===== src/rtl/rstatus_writeback.sv =====
// Buffers rstatus overflow codes in a small FIFO and commits them to the status
// register through idle cycles of the shared register-file write port.
module rstatus_writeback #(
    parameter int unsigned DEPTH      = 4,
    parameter int unsigned COUNT_W    = 8,
    parameter int unsigned STATUS_REG = 30
) (
    input  logic               clock,
    input  logic               reset,
    input  logic               ovf_valid,
    input  logic [31:0]        rstatus_in,
    input  logic               wb_busy,
    input  logic               clr_sticky,
    output logic               wb_we,
    output logic [4:0]         wb_reg,
    output logic [31:0]        wb_data,
    output logic [4:0]         last_class,
    output logic [COUNT_W-1:0] exc_count,
    output logic               lost,
    output logic               bad_code,
    output logic               irq
);
    localparam int unsigned PTR_W = $clog2(DEPTH);
    localparam int unsigned OCC_W = $clog2(DEPTH + 1);

    // Legal codes fit in three bits, so only those are stored.
    logic [2:0]         mem_q [DEPTH];
    logic [PTR_W-1:0]   rd_ptr_q, rd_ptr_d, wr_ptr_q, wr_ptr_d;
    logic [OCC_W-1:0]   occ_q, occ_d;
    logic [4:0]         last_class_q, last_class_d;
    logic [COUNT_W-1:0] exc_count_q, exc_count_d;
    logic               lost_q, lost_d, bad_code_q, bad_code_d;

    logic               empty, full, legal, pop, push, drop;
    logic [2:0]         head;
    logic [4:0]         head_class;

    assign empty = (occ_q == '0);
    assign full  = (occ_q == OCC_W'(DEPTH));
    assign legal = (rstatus_in[31:3] == '0) && (rstatus_in[2:0] >= 3'd1) && (rstatus_in[2:0] <= 3'd5);
    assign pop   = !empty && !wb_busy;
    // When full, a same-edge pop frees the slot the push lands in.
    assign push  = ovf_valid && legal && (!full || pop);
    assign drop  = ovf_valid && legal && full && !pop;
    assign head  = mem_q[rd_ptr_q];

    always_comb begin
        head_class = '0;
        case (head)
            3'd1:    head_class = 5'b00001;
            3'd2:    head_class = 5'b00010;
            3'd3:    head_class = 5'b00100;
            3'd4:    head_class = 5'b01000;
            3'd5:    head_class = 5'b10000;
            default: head_class = '0;
        endcase
    end

    always_comb begin
        rd_ptr_d     = rd_ptr_q;
        wr_ptr_d     = wr_ptr_q;
        occ_d        = occ_q;
        last_class_d = last_class_q;
        exc_count_d  = exc_count_q;
        lost_d       = lost_q | drop;
        bad_code_d   = bad_code_q | (ovf_valid && !legal);
        if (push) begin
            wr_ptr_d = wr_ptr_q + PTR_W'(1);
        end
        if (pop) begin
            rd_ptr_d     = rd_ptr_q + PTR_W'(1);
            last_class_d = head_class;
            if (exc_count_q != '1) begin
                exc_count_d = exc_count_q + COUNT_W'(1);
            end
        end
        if (push && !pop) begin
            occ_d = occ_q + OCC_W'(1);
        end else if (pop && !push) begin
            occ_d = occ_q - OCC_W'(1);
        end
        if (clr_sticky) begin
            lost_d      = 1'b0;
            bad_code_d  = 1'b0;
            exc_count_d = '0;
        end
    end

    always_ff @(posedge clock or posedge reset) begin
        if (reset) begin
            rd_ptr_q     <= '0;
            wr_ptr_q     <= '0;
            occ_q        <= '0;
            last_class_q <= '0;
            exc_count_q  <= '0;
            lost_q       <= 1'b0;
            bad_code_q   <= 1'b0;
        end else begin
            rd_ptr_q     <= rd_ptr_d;
            wr_ptr_q     <= wr_ptr_d;
            occ_q        <= occ_d;
            last_class_q <= last_class_d;
            exc_count_q  <= exc_count_d;
            lost_q       <= lost_d;
            bad_code_q   <= bad_code_d;
        end
    end

    // Storage needs no reset: occupancy alone decides what is visible.
    always_ff @(posedge clock) begin
        if (push) begin
            mem_q[wr_ptr_q] <= rstatus_in[2:0];
        end
    end

    assign wb_we      = pop;
    assign wb_reg     = 5'(STATUS_REG);
    assign wb_data    = pop ? {29'd0, head} : '0;
    assign last_class = last_class_q;
    assign exc_count  = exc_count_q;
    assign lost       = lost_q;
    assign bad_code   = bad_code_q;
    assign irq        = !empty || lost_q || bad_code_q;
endmodule

===== config.mk =====
export PLATFORM = sky130hd
export DESIGN_NAME = rstatus_writeback
export DESIGN_NICKNAME = d
export VERILOG_FILES = /design/src/rtl/rstatus_writeback.sv
export SDC_FILE = /design/constraint.sdc
export NUM_CORES = 1
export LEC_CHECK = 0
export BUFFER_PORTS_ARGS = -buffer_cell sky130_fd_sc_hd__buf_2
export CELL_PAD_IN_SITES_DETAIL_PLACEMENT = 1
export CELL_PAD_IN_SITES_GLOBAL_PLACEMENT = 1
export CORE_UTILIZATION = 38
export DETAILED_ROUTE_END_ITERATION = 10
export HOLD_SLACK_MARGIN = 0.1
export PLACE_DENSITY = 0.89
export SETUP_SLACK_MARGIN = 0.2
export SLEW_MARGIN = 20
export SYNTH_ARGS = -nofsm -noshare
export SYNTH_HDL_FRONTEND = slang
export SYNTH_SLANG_ARGS = --single-unit

===== constraint.sdc =====
create_clock -name clock -period 3.35 [get_ports clock]
set_input_delay 0.1675 -clock clock [delete_from_list [all_inputs] [get_ports clock]]
set_output_delay 0.1675 -clock clock [all_outputs]
set_load 0.05 [all_outputs]

Word-level counts from Yosys, hierarchy flattened --
Memory sizes are Yosys's and may differ from the RTL's. Cells that the tools add are included.
Storage, ports and cells: output and inout bits 54, memories 1, logic and storage cells 60, register bits after elaboration 22, memory bits (writable) 12, input port bits 37
Memories:
- mem_q | words 4, bits a word 3, rd ports 1, clocked after memory_dff 0, wr ports 1, line 27 | logic [2:0] mem_q [DEPTH];
Operators by class: equal/unequal tests 7, add/sub/neg operators 5, order comparisons 2, bitwise operators 2, reduce and logical (&&, ||, !) cells 25, muxes and demuxes 11
Operator list (count):
- zero test 29 bit | 1
- one-hot mux 5 bit (5 select lines) | 1
- 2-to-1 mux 8 bit | 3
- logical AND 1 bit | 10
- equality test 3 bit, second input constant | 3
- 2-to-1 mux 3 bit | 3
- adder 8 x 1 -> 8 bit, second input constant | 1
- != test 8 bit, second input constant | 1
- equality test 3 x 2 -> 1 bit, second input constant | 2
- zero test 1 bit | 6
- nonzero test 2 bit | 3
- adder 2 x 1 -> 2 bit, second input constant | 2
- 2-to-1 mux 1 bit | 4
- adder 3 x 1 -> 3 bit, second input constant | 1
- equality test 3 x 1 -> 1 bit, second input constant | 1
- greater-or-equal comparator 3 x 1 -> 1 bit, second input constant | 1
- less-or-equal comparator 3 bit, second input constant | 1
- zero test 3 bit | 1
- logical OR 1 bit | 3
- subtractor 3 x 1 -> 3 bit, second input constant | 1
- OR 1 bit | 2
- AND reduction 2 bit | 1

Depth between registers and ports, before layout --
word-level depth 9, depth in mapped cells 10, depth with buffers taken out 9

Worst setup path before layout --
Ideal clock, no wire load.
path type register -> register, start reg occ_q[1], end reg occ_q[2], period minus slack after synthesis 2.245 ns, cell stages (with the launch flop) 11, library setup time 0.079 ns, data arrival time 2.166 ns, required time 3.271 ns, path buffers 2, slack 1.105 ns, cells stage by stage dfrtp_1 nor3_1 or2_1 buf_2 buf_2 ha_1 inv_1 fa_1 xor2_1 nor2_1 xor2_1
On the way: cells in the longest elaborated chain, start to end 8, elaborated cells between the ends (all ways) 16, classes of those cells add/sub: 2; eq/ne: 1; mux: 2; reduce/logical: 11
RTL lines:
- start: declaration | line 29 | logic [OCC_W-1:0] occ_q, occ_d;
- start signal: assignment | line 93 | occ_q <= '0;
- start signal: assignment | line 101 | occ_q <= occ_d;
- parallel branches: the longest is 8 deep, another holds subtractor 3 x 1 -> 3 bit
Parallel ways; which one is timed is not known. The select of a mux whose other input is x is not followed. A chain may end at the register's enable or synchronous reset.

Final worst setup path --
start reg occ_q[1], end out wb_data[1]
On the way: cells in the longest elaborated chain, start to end 4
RTL lines:
- zero test 3 bit | line 38 | assign empty = (occ_q == '0);
- zero test 1 bit | line 41 | assign pop = !empty && !wb_busy;
- logical AND 1 bit | line 41
- 2-to-1 mux 3 bit | line 118 | assign wb_data = pop ? {29'd0, head} : '0;
- end: declaration | line 16 | output logic [31:0] wb_data,
Every way passes these cells.

==> summary.md <==
| Metric | Value |
|---|---|
| Register Area | `910.9 sq um` |
| Worst Path Required | `3.18 ns` |
| Total gr overflow | `0` |
| Placed cell count | `302` |
| Final nets | `284` |
| Synth unique cells | `41` |
| DRC | `0` |
| Peak supply drop | `0.0002750 V` |
| CTS clk-pin slew, worst paths | `0.08 ns` |
| Filler cells | `588` |
| Mapped Area | `2003 sq um` |
| Unrepaired setup endpoints after global routing | `false` |
| # IOs | `91` |
| Final TNS setup | `0 ns` |
| Avg Inst Size Synth | `11.07 sq um` |
| Ys flop type | `dfrtp_1` |
| Pwr Density | `674.4 nW/um^2` |
| CTS sink cnt | `34` |
| Outcome | `finished clean` |
| First-pass GRT wire length | `6727 um` |
| Initial core utilization | `39.22%` |
| Die Y | `74.61 um` |
| Leakage | `1.114 nW` |
| Synth top area cells | `dfrtp_1 27%, edfxtp_1 18%, buf_4 13%, ha_1 3.7%, mux4_2 3.4%` |
| # diodes | `0` |
| Async SR Flop Fraction | `64.71%` |
| Post-CTS setup buffer count | `0` |
| Maximum clock frequency | `0.4468 GHz` |
| CTS Buf Count | `5` |
| CTS tree | `yes` |
| Endpoint class of the critical path | `primary output` |
| Final Instance Count excl. Fillers | `311` |
| Minimum clock period after layout | `2.238 ns` |
| Avg WL per Cell | `13.52 um` |
| Area of the multi-input gates | `909.6 sq um` |
| GRT Total Usage | `16.92%` |
| Hold bufs inserted after CTS | `1` |
| Yosys top cell by area | `dfrtp_1` |
| Max stage delay cell, worst path | `dfrtp_1` |
| Number of synthesized register bits | `34` |
| Cell Rows | `26` |
| Hold Vio Cnt, Final | `0` |
| Post-Route WL | `4204 um` |
| Synthesis-to-layout area growth | `18.24%` |
| Number of synthesized flops with an enable pin | `12` |
| Tightest Pin Transition | `0.8777 ns` |
| Final setup fails | `0` |
| Clock latency on the worst-skew pair | `0.29 ns` |
| Remaining antenna violation count after routing | `0` |
| Die footprint | `5566 sq um` |
| DR vias/cell | `4.633` |
| Crit Path Category | `reg -> out` |
| Yosys top cell area share | `27.48%` |
| Clock H-tree levels | `2` |
| Worst rel slew slack | `41.42%` |
| Crit path largest cell delay | `0.45 ns` |
| Largest net degree at the start of global routing | `23` |
| Max-slew violations | `0` |
| IO Port Bufs | `56` |
| Final instance area | `2369 sq um` |
| Share of post-route cells with drive strength above 1 | `34.44%` |
| Root buffer cell | `clkbuf_8` |
| Area after DPL | `2226 sq um` |
| Initial antenna violation count | `0` |
| Vias in the first global route | `1503` |
| Post-DP HPWL | `3256 um` |
| Synth warnings | `0` |
| Arrival @ worst endpoint | `2.07 ns` |
| Resize count post-CTS | `0` |
| TritonRoute pass-1 iters | `3` |
| Max Cap Viol | `0` |
| Vias after detailed routing | `1441` |
| Tightest Hold Check Type | `in -> reg` |
| Clk buf depth | `2` |
| Starting DRT DRC Count | `34` |
| Syn Inst Count | `181` |
| Sequential area share after synthesis | `45.47%` |
| Worst setup SP type | `flip-flop` |
| Clk_skew | `0.01142 ns` |
| Core box area | `5107 sq um` |
| Final Wtd Congestion | `0.7643` |
| Die X | `74.61 um` |
| Final worst-path cycle share | `66.81%` |
| Crit path max fanout | `19` |
| Cell chain of the critical path | `nor3_1, or2_1, buf_4, inv_1, and2_1, buf_2` |
flip-flops by register name (all words and copies together), names as in the netlist:
name / cells
bad_code: 1
exc_count: 8
last_class: 5
lost: 1
mem_q: 12
occ_q: 3
rd_ptr_q: 2
wr_ptr_q: 2
worst max-delay path: cells and delay by family (launching register included):
family,cells,cell delay [ns]
and+or+nand+nor,3,0.75
buffers and inverters,3,0.58
DFF,1,0.45
per-layer routing:
metal | global-route usage (%) | routed length (um) | vias up
li1 | - | - | 684
met1 | 17.52 | 1678 | 693
met2 | 31.33 | 2242 | 60
met3 | 4.878 | 237 | 4
met4 | 7.757 | 45 | 0
met5 | 0 | 0 | -
Yosys cell counts, drive strengths merged (2+ instances only):
library cell / number
buf: 36
dfrtp: 22
edfxtp: 12
nand2: 12
nor2: 11
nor4: 10
inv: 8
and2: 7
ha: 6
mux2: 5
nor3: 5
xnor2: 5
a21oi: 4
o31ai: 4
mux4: 3
nand4: 3
nor2b: 3
or4: 3
clkbuf: 2
conb: 2
nand3: 2
o21ai: 2
xor2: 2
layout by cell type, fill, tap and decap left out, types with 4 or more instances in the layout:
cell type / netlist / routed
dfrtp_1: 22 / 22
o31ai_1: 4 / 4
conb_1: 2 / 34
nor2_1: 11 / 11
nor3_1: 5 / 5
clkbuf_8: 0 / 5
xnor2_1: 5 / 5
mux2_2: 4 / 4
buf_2: 2 / 56
edfxtp_1: 12 / 12
nor4_1: 5 / 5
and2_2: 4 / 4
inv_1: 8 / 8
a21oi_1: 4 / 4
ha_1: 6 / 6
nand2_1: 12 / 12
report_power, final:
group          switching, W  total, W  internal [W]
registers         0.0000784  0.000575      0.000497
logic              0.000424  0.000595      0.000171
clock network      0.000159  0.000427      0.000268
through the flow:
| stage | util [%] | power [W] | setup slack [ns] | hold WS (ns) |
|---|---|---|---|---|
| 2_1_floorplan | - | 0.001075 | 1.105 | 0.1567 |
| 3_3_place_gp | 43.58 | 0.001160 | 0.9547 | 0.3723 |
| 3_5_place_dp | 43.58 | 0.001182 | 0.8010 | 0.3934 |
| 4_1_cts | 46.37 | 0.001617 | 1.098 | 0.1230 |
| 5_1_grt | 46.37 | 0.001681 | 0.9015 | 0.1346 |
| 6_report | 46.37 | 0.001597 | 1.112 | 0.1379 |
final cells by class:
class / count / area share [%]
well taps: 70 / 3.698
inverters: 8 / 1.268
repair buffers: 58 / 12.57
flip-flops and latches: 34 / 38.46
clock inverters: 2 / 1.638
clock buffers: 6 / 3.962
multi-input cells: 133 / 38.40
logic make-up (layout without fill, tap and decap cells):
logic type      after synthesis  in the layout  synth area share (%)
xor+xnor                      7              7                 3.061
fa+ha+maj                     7              7                 4.747
other cells                   2             34                0.3749
flops                        34             34                 45.47
simple gates                 61             61                 19.18
compound gates               15             15                 5.185
buf+inv                      46             74                 15.12
mux                           9              9                 6.870
path summary, 6_finish.rpt:
check                           slack (ns)           from  cells past startpoint            end
max in group asynchronous             2.18          reset                      3    wr_ptr_q[1]
min in group asynchronous             0.61          reset                      3  last_class[1]
worst max-delay path                  1.11       occ_q[1]                      6     wb_data[1]
worst min register to register        0.47  last_class[4]                      2  last_class[4]
worst min-delay path                  0.14  rstatus_in[0]                      1    mem_q[0][0]
worst max register to register        1.14       occ_q[1]                      8       occ_q[2]
(Power assumes the default switching activity.)
